===== src/rtl/aqp_uart_rx_fifo.sv =====
// aqp_uart_rx_fifo: mid-bit sampling UART receiver feeding a show-ahead FIFO, with sticky error flags.
// Define AQP_UART_RX_BREAK_DETECT_EN to add the sticky break_detect output.
module aqp_uart_rx_fifo #(
  parameter int CLKS_PER_BIT = 6,
  parameter int DATA_BITS    = 8,
  parameter int PARITY       = 0,
  parameter int FIFO_DEPTH   = 16
) (
  input  logic                          clk,
  input  logic                          reset_n,
  input  logic                          uart_rxd,
  output logic [DATA_BITS-1:0]          rx_data,
  output logic                          rx_valid,
  input  logic                          rx_ready,
  output logic [$clog2(FIFO_DEPTH):0]   fifo_level,
  output logic                          framing_error,
  output logic                          parity_error,
  output logic                          overflow,
`ifdef AQP_UART_RX_BREAK_DETECT_EN
  output logic                          break_detect,
`endif
  input  logic                          clear_errors
);
  localparam int AW = $clog2(FIFO_DEPTH);
  localparam int CW = $clog2(CLKS_PER_BIT);
  localparam int BW = $clog2(DATA_BITS);
  localparam logic [CW-1:0] HALF = CW'(CLKS_PER_BIT / 2);
  localparam logic [CW-1:0] LAST = CW'(CLKS_PER_BIT - 1);
  localparam logic [BW-1:0] LAST_BIT = BW'(DATA_BITS - 1);
  localparam logic [AW:0] FULL_LVL = (AW + 1)'(FIFO_DEPTH);

  typedef enum logic [2:0] {IDLE, START, DATA, PAR, STOP, BREAK_WAIT} state_t;

  state_t                r_state;
  logic                  r_sync1, r_sync2, r_hist;
  logic [CW-1:0]         r_cnt;
  logic [BW-1:0]         r_bit;
  logic [DATA_BITS-1:0]  r_shift;
  logic                  r_pbit;
  logic                  r_commit;
  logic [AW:0]           r_wptr, r_rptr;
  logic [DATA_BITS-1:0]  r_mem [FIFO_DEPTH];
`ifdef AQP_UART_RX_BREAK_DETECT_EN
  logic                  r_all_low;
`endif

  logic        w_fall, w_samp, w_perr, w_empty, w_full, w_pop, w_push;
  logic [AW:0] w_level;

  always_comb begin
    w_fall     = r_hist & ~r_sync2;
    w_samp     = r_cnt == HALF;
    w_perr     = (PARITY == 1) ? ~(^r_shift ^ r_pbit) : (PARITY == 2) ? (^r_shift ^ r_pbit) : 1'b0;
    w_level    = r_wptr - r_rptr;
    w_empty    = w_level == '0;
    w_full     = w_level == FULL_LVL;
    w_pop      = ~w_empty & rx_ready;
    w_push     = r_commit & (~w_full | w_pop);
    rx_valid   = ~w_empty;
    fifo_level = w_level;
    rx_data    = w_empty ? '0 : r_mem[r_rptr[AW-1:0]];
  end

  // The committed word stays in r_shift until the next frame's first data sample, so it is written from there.
  always_ff @(posedge clk)
    if (w_push) r_mem[r_wptr[AW-1:0]] <= r_shift;

  always_ff @(posedge clk or negedge reset_n)
    if (!reset_n) begin
      r_state       <= IDLE;
      r_sync1       <= 1'b1;
      r_sync2       <= 1'b1;
      r_hist        <= 1'b1;
      r_cnt         <= '0;
      r_bit         <= '0;
      r_shift       <= '0;
      r_pbit        <= 1'b0;
      r_commit      <= 1'b0;
      r_wptr        <= '0;
      r_rptr        <= '0;
      framing_error <= 1'b0;
      parity_error  <= 1'b0;
      overflow      <= 1'b0;
`ifdef AQP_UART_RX_BREAK_DETECT_EN
      r_all_low     <= 1'b0;
      break_detect  <= 1'b0;
`endif
    end else begin
      r_sync1  <= uart_rxd;
      r_sync2  <= r_sync1;
      r_hist   <= r_sync2;
      r_cnt    <= (r_cnt == LAST) ? '0 : r_cnt + 1'b1;
      r_commit <= 1'b0;
      // Clears come first so that a set later in this block wins the same cycle.
      if (clear_errors) begin
        framing_error <= 1'b0;
        parity_error  <= 1'b0;
        overflow      <= 1'b0;
`ifdef AQP_UART_RX_BREAK_DETECT_EN
        break_detect  <= 1'b0;
`endif
      end
      case (r_state)
        IDLE: if (w_fall) begin
          r_state <= START;
          r_cnt   <= '0;
`ifdef AQP_UART_RX_BREAK_DETECT_EN
          r_all_low <= 1'b1;
`endif
        end
        START: if (w_samp) begin
          r_state <= r_sync2 ? IDLE : DATA;
          r_bit   <= '0;
        end
        DATA: if (w_samp) begin
          r_shift <= {r_sync2, r_shift[DATA_BITS-1:1]};
          r_bit   <= r_bit + 1'b1;
`ifdef AQP_UART_RX_BREAK_DETECT_EN
          r_all_low <= r_all_low & ~r_sync2;
`endif
          if (r_bit == LAST_BIT) r_state <= (PARITY != 0) ? PAR : STOP;
        end
        PAR: if (w_samp) begin
          r_pbit  <= r_sync2;
          r_state <= STOP;
`ifdef AQP_UART_RX_BREAK_DETECT_EN
          r_all_low <= r_all_low & ~r_sync2;
`endif
        end
        STOP: if (w_samp) begin
          if (r_sync2) begin
            r_state <= IDLE;
            if (w_perr) parity_error <= 1'b1;
            else r_commit <= 1'b1;
          end else begin
            r_state       <= BREAK_WAIT;
            framing_error <= 1'b1;
`ifdef AQP_UART_RX_BREAK_DETECT_EN
            if (r_all_low) break_detect <= 1'b1;
`endif
          end
        end
        BREAK_WAIT: if (r_sync2) r_state <= IDLE;
        default: r_state <= IDLE;
      endcase
      if (w_push) r_wptr <= r_wptr + 1'b1;
      else if (r_commit) overflow <= 1'b1;
      if (w_pop) r_rptr <= r_rptr + 1'b1;
    end
endmodule

===== config.mk =====
export PLATFORM = sky130hd
export DESIGN_NAME = aqp_uart_rx_fifo
export DESIGN_NICKNAME = d
export VERILOG_FILES = /design/src/rtl/aqp_uart_rx_fifo.sv
export SDC_FILE = /design/constraint.sdc
export NUM_CORES = 1
export LEC_CHECK = 0
export ABC_AREA = 1
export CORE_UTILIZATION = 35
export DETAILED_ROUTE_END_ITERATION = 7
export GPL_TIMING_DRIVEN = 0
export PLACE_DENSITY = 0.5
export SYNTH_ARGS = -nofsm -noshare
export SYNTH_HDL_FRONTEND = slang
export SYNTH_SLANG_ARGS = --single-unit

===== constraint.sdc =====
create_clock -name clk -period 5 [get_ports clk]
set_clock_uncertainty 0.05 [all_clocks]
set_input_delay 1.5 -clock clk [delete_from_list [all_inputs] [get_ports clk]]
set_output_delay 1.5 -clock clk [all_outputs]
set_load 0.05 [all_outputs]

Word level (Yosys, flattened, before mapping):

Memory sizes are Yosys's and may differ from the RTL's.
Cells that the tools add are included.

* word-level logic and storage cells: 76
* RAM bits: 128
* memories: 1
* bits of input ports: 5
* register bits: 33

Memory list
* r_mem: depth 16, bits a word 8, rd ports 1, clocked after Yosys merged registers in 0, write ports 1, line 42 `logic [DATA_BITS-1:0] r_mem [FIFO_DEPTH];`

* eq/ne operators: 16
* reduce and logical (&&, ||, !) cells: 6
* $add $sub $neg: 5
* muxes and demuxes: 29
* bitwise gates (word level): 7

Operators by type and width (number)
* 3-bit two-way mux: 13
* 3-bit one-hot mux with 6 select lines: 1
* 2-bit inequality test (second input constant): 7
* 3-bit equality test (second input constant): 4
* 1-bit two-way mux: 12
* 5-bit by 1-bit adder with 5-bit output (second input constant): 2
* 3-bit by 2-bit equality test with 1-bit output (second input constant): 3
* 8-bit two-way mux: 1
* 7-bit AND reduction: 1
* 3-bit by 1-bit adder with 3-bit output (second input constant): 2
* 3-bit one-hot mux with 2 select lines: 1
* 5-bit equality test (second input constant): 1
* 5-bit logical NOT: 1
* 5-bit subtractor: 1
* 1-bit AND: 3
* 3-bit by 1-bit equality test with 1-bit output (second input constant): 1
* 3-bit logical NOT: 1
* 1-bit inverter: 3
* 3-bit AND reduction: 1
* 2-bit two-way mux: 1
* 2-bit AND reduction: 1
* 2-bit nonzero test: 1
* 1-bit bitwise OR: 1

Depth between registers and ports, before layout:

* word-level depth: 8
* depth in mapped cells: 13
* mapped depth without buffers: 13

Least setup slack after synthesis:

No wires, ideal clock.

* path type: reg2out
* start: reg r_wptr[0]
* end: out rx_data[0]
* cell stages (with the launch flop): 13
* required time: 3450 ps
* arrival: 2631 ps
* path buffers: 0
* path slack: 819 ps
* cells stage by stage: dfrtp_1 inv_1 ha_1 fa_1 inv_1 nand2_2 nand2_2 nor2_2 nand3_2 inv_1 nand2_4 inv_2 nor2_1

* longest elaborated chain between the ends: 3

RTL lines
* start: declaration: line 41 `logic [AW:0] r_wptr, r_rptr;`
* start signal: assignment: line 146 `if (w_push) r_wptr <= r_wptr + 1'b1;`
* 5-bit subtractor: line 54 `w_level = r_wptr - r_rptr;`
* net fifo_level[2]: line 15 `output logic [$clog2(FIFO_DEPTH):0] fifo_level,`
* 5-bit logical NOT: line 55 `w_empty = w_level == '0;`
* 8-bit two-way mux: line 61 `rx_data = w_empty ? '0 : r_mem[r_rptr[AW-1:0]];`
* end: declaration: line 12 `output logic [DATA_BITS-1:0] rx_data,`

The timed path passes the listed nets, and every way through them passes these cells.

Final worst setup path:

* start: reg r_rptr[1]
* end: out rx_valid

* longest elaborated chain between the ends: 3

RTL lines
* start: declaration: line 41
* start signal: assignment: line 148 `if (w_pop) r_rptr <= r_rptr + 1'b1;`
* 5-bit subtractor: line 54
* 5-bit logical NOT: line 55
* 1-bit inverter: line 59 `rx_valid = ~w_empty;`
* end: declaration: line 13 `output logic rx_valid,`

Every way passes these cells.

==> flow_summary.yaml <==
status:
  status: "finished, final reports clean"
yosys:
  synth_area_leaders: "edfxtp_1 (55%), nand2_1 (12%), dfrtp_1 (11%)"
  synth_common_cells: "nand2_1 (233), edfxtp_1 (128), nand3_1 (123), nor2_1 (40), inv_1 (33)"
  synth-compound-area-share: 0.0185
  syn_area_per_cell_sq_um: 10.4
  synth_area_sq_um: 7040
  synthArstFlopShare: 0.205
  synth_top_area_frac: 0.546
  syn_inst: 675
  synth_edf_count: 128
  synthFlopType: "edfxtp_1"
  yosysMostFrequentCell: "nand2_1"
  synth-seq-area-share: 0.664
  synthMuxAreaShare: 0.00160
  synthXorXnorAreaFrac: 0.00747
  yosys.area.top_type: "edfxtp_1"
  synth-simple-area-share: 0.242
  yosysWarnings: 0
  synth_fa_ha_area_frac: 0.0242
  synth.distinct_cells: 28
  ys_ff_latch: 161
  synth_top_family_by_area: "simple AND/OR/NAND/NOR gates"
  synth_nets: 693
final_layout:
  nNetsFinal: 730
  drive_gt1_frac: 0.0883
  areaGrowthSynthToFinish_pct: 15.6
  final_area_sq_um: 8130
  antenna_cells: 0
  finalNonFillerCells: 990
  num-fill-cells: 1940
floorplan:
  rows: 51
  initial_utilization: 0.359
  fp.dieH_um: 144
  io-pin-count: 22
  design.core.area_sq_um: 19600
  die_w_um: 144
  dieArea_sq_um: 20700
global_routing:
  overflow: 0
  grt_use_total: 0.181
  grt_pass1_vias: 4799
  grt_pass1_wl_um: 26800
  grt_max_degree: 34
  antenna_found_initial: 0
routing:
  antenna_left: 0
  post_drt_wl_per_cell_um: 17.4
  drtIter0Drc: 316
  vias: 4874
  drc: 0
  postRouteWirelength_um: 17200
  viasPerCell: 4.92
  drt_pass1_iterations: 5
setup_path:
  path_class: "reg -> out"
  worst_ep_arrival_time_ns: 3.23
  critical_path.max_fanout: 10
  worstPathRequired_ns: 3.45
  start_kind: "flip-flop"
  end_kind: "output port"
timing:
  worst_pin_slew_ns: 0.979
  clock.fmax_mhz: 209
  fin_crit_sh: 0.956
  whs_ns: 0.304
  rsz0062_at_grt: "no"
  worst_slew_margin_rel: 0.345
  setup_tns_ns: 0
  setup_viol: 0
  slew_violations: 0
  hold_viol: 0
  fin_crit_ns: 4.78
placed_design:
  port_buffers: 19
  dp.cells: 959
  routabilityCongestion: 0.813
  dp_hpwl_um: 11500
  place_area_sq_um: 7550
clock_tree:
  postCtsHoldBufs: 0
  cts_tree: "done"
  clock-sinks: 161
  cts_inserted_buffers: 17
  clockBufferDepth: 2
  root_buffer: "clkbuf_16"
  htree_levels: 4
  clk_latency_ns: 0.42
  clkTransAtPathRegs_ns: 0.06
power_and_ir_drop:
  cellLeakagePower_nw: 3.29
  power_density_nw_per_um2: 588
  peakVddDrop_mv: 0.264
flow_run:
  maxCapViolations: 0
hold_path:
  hold_path.class: "reg -> reg"
-- stage by stage --
step           worst slack [ns]   util  power (mW)
2_1_floorplan             0.819      -        2.91
3_3_place_gp              0.442  0.386        3.53
3_5_place_dp              0.449  0.386        3.56
4_1_cts                0.000516  0.415        4.83
5_1_grt                  0.0758  0.415        5.05
6_report                  0.219  0.415        4.78
-- area by class of cell --
type	instances	area, sq um	area share
clock inverters	9	133	0.0163
flip-flops and latches	161	4670	0.575
repair buffers	19	186	0.0229
multi-input cells	447	2070	0.255
clock buffers	23	448	0.0551
inverters	38	143	0.0175
well taps	265	332	0.0408
plain buffers	28	146	0.0180
-- worst max-delay path, cell delays in order, from the launching register on --
cell and delay (ns):
dfrtp_1 0.43, buf_2 0.20, inv_1 0.19, buf_2 0.30, ha_1 0.30, nand3_1 0.09, nand3_1 0.12, nand3_2 0.12
inv_1 0.08, nand2_4 0.15, clkdlybuf4s50_1 0.83
-- flip-flops by register name (all words and copies together), names as in the netlist --
register	cells
r_bit	3
r_commit	1
r_mem	128
r_sync1	1
framing_error	1
r_sync2	1
r_cnt	3
r_hist	1
r_state	3
r_rptr	5
r_wptr	5
r_shift	8
overflow	1
-- power breakdown --
part	internal, mW	total (mW)	switching [mW]
registers	1.62	1.81	0.193
logic	0.484	1.67	1.19
clock network	0.787	1.30	0.509
-- cell families (layout without fill, tap and decap cells) --
| group | count (synthesis) | in the layout |
|---|---|---|
| xor+xnor | 6 | 6 |
| simple gates | 404 | 404 |
| buf+inv | 67 | 117 |
| mux | 1 | 1 |
| fa+ha+maj | 13 | 13 |
| flops | 161 | 161 |
| compound gates | 22 | 22 |
| other cells | 1 | 1 |
-- timing repair --
item	in CTS	in global routing
buffers inserted	0	0
resized for setup	5	3
endpoints found under the setup margin	5	3
pin swaps	0	0
-- layer usage --
metal	GRT usage	up-vias	share of wire	wire, um
met5	0	-	0	0
met4	0.0616	0	0.015	266
met3	0.0313	20	0.043	738
met2	0.308	109	0.50	8540
met1	0.231	2398	0.45	7680
li1	-	2347	-	-
-- cell usage in the layout (no fill, tap or decap), types with 6 or more instances in the layout --
cell type,instances
nand2_1,233
nor2_1,40
dfrtp_1,30
edfxtp_1,128
clkdlybuf4s50_1,10
clkbuf_1,12
nand3_1,123
clkbuf_16,17
xor2_1,6
inv_1,33
ha_1,12
buf_2,19
o21ai_0,13
-- path summary, 6_finish.rpt --
kind	startpoint	end	slack (ns)	cells past startpoint
worst max-delay path	r_rptr[1]$_DFFE_PN0P_	rx_valid	0.22	10
worst min-delay path	r_sync1$_DFF_PN1_	r_sync2$_DFF_PN1_	0.30	0
worst max register to register	r_rptr[1]$_DFFE_PN0P_	r_mem[3][1]$_DFFE_PP_	1.80	10
worst min register to register	r_sync1$_DFF_PN1_	r_sync2$_DFF_PN1_	0.30	0
max in group asynchronous	reset_n	r_wptr[0]$_DFFE_PN0P_	3.34	1
min in group asynchronous	reset_n	r_wptr[4]$_DFFE_PN0P_	1.09	1
Power figures use the tool's default switching activity.
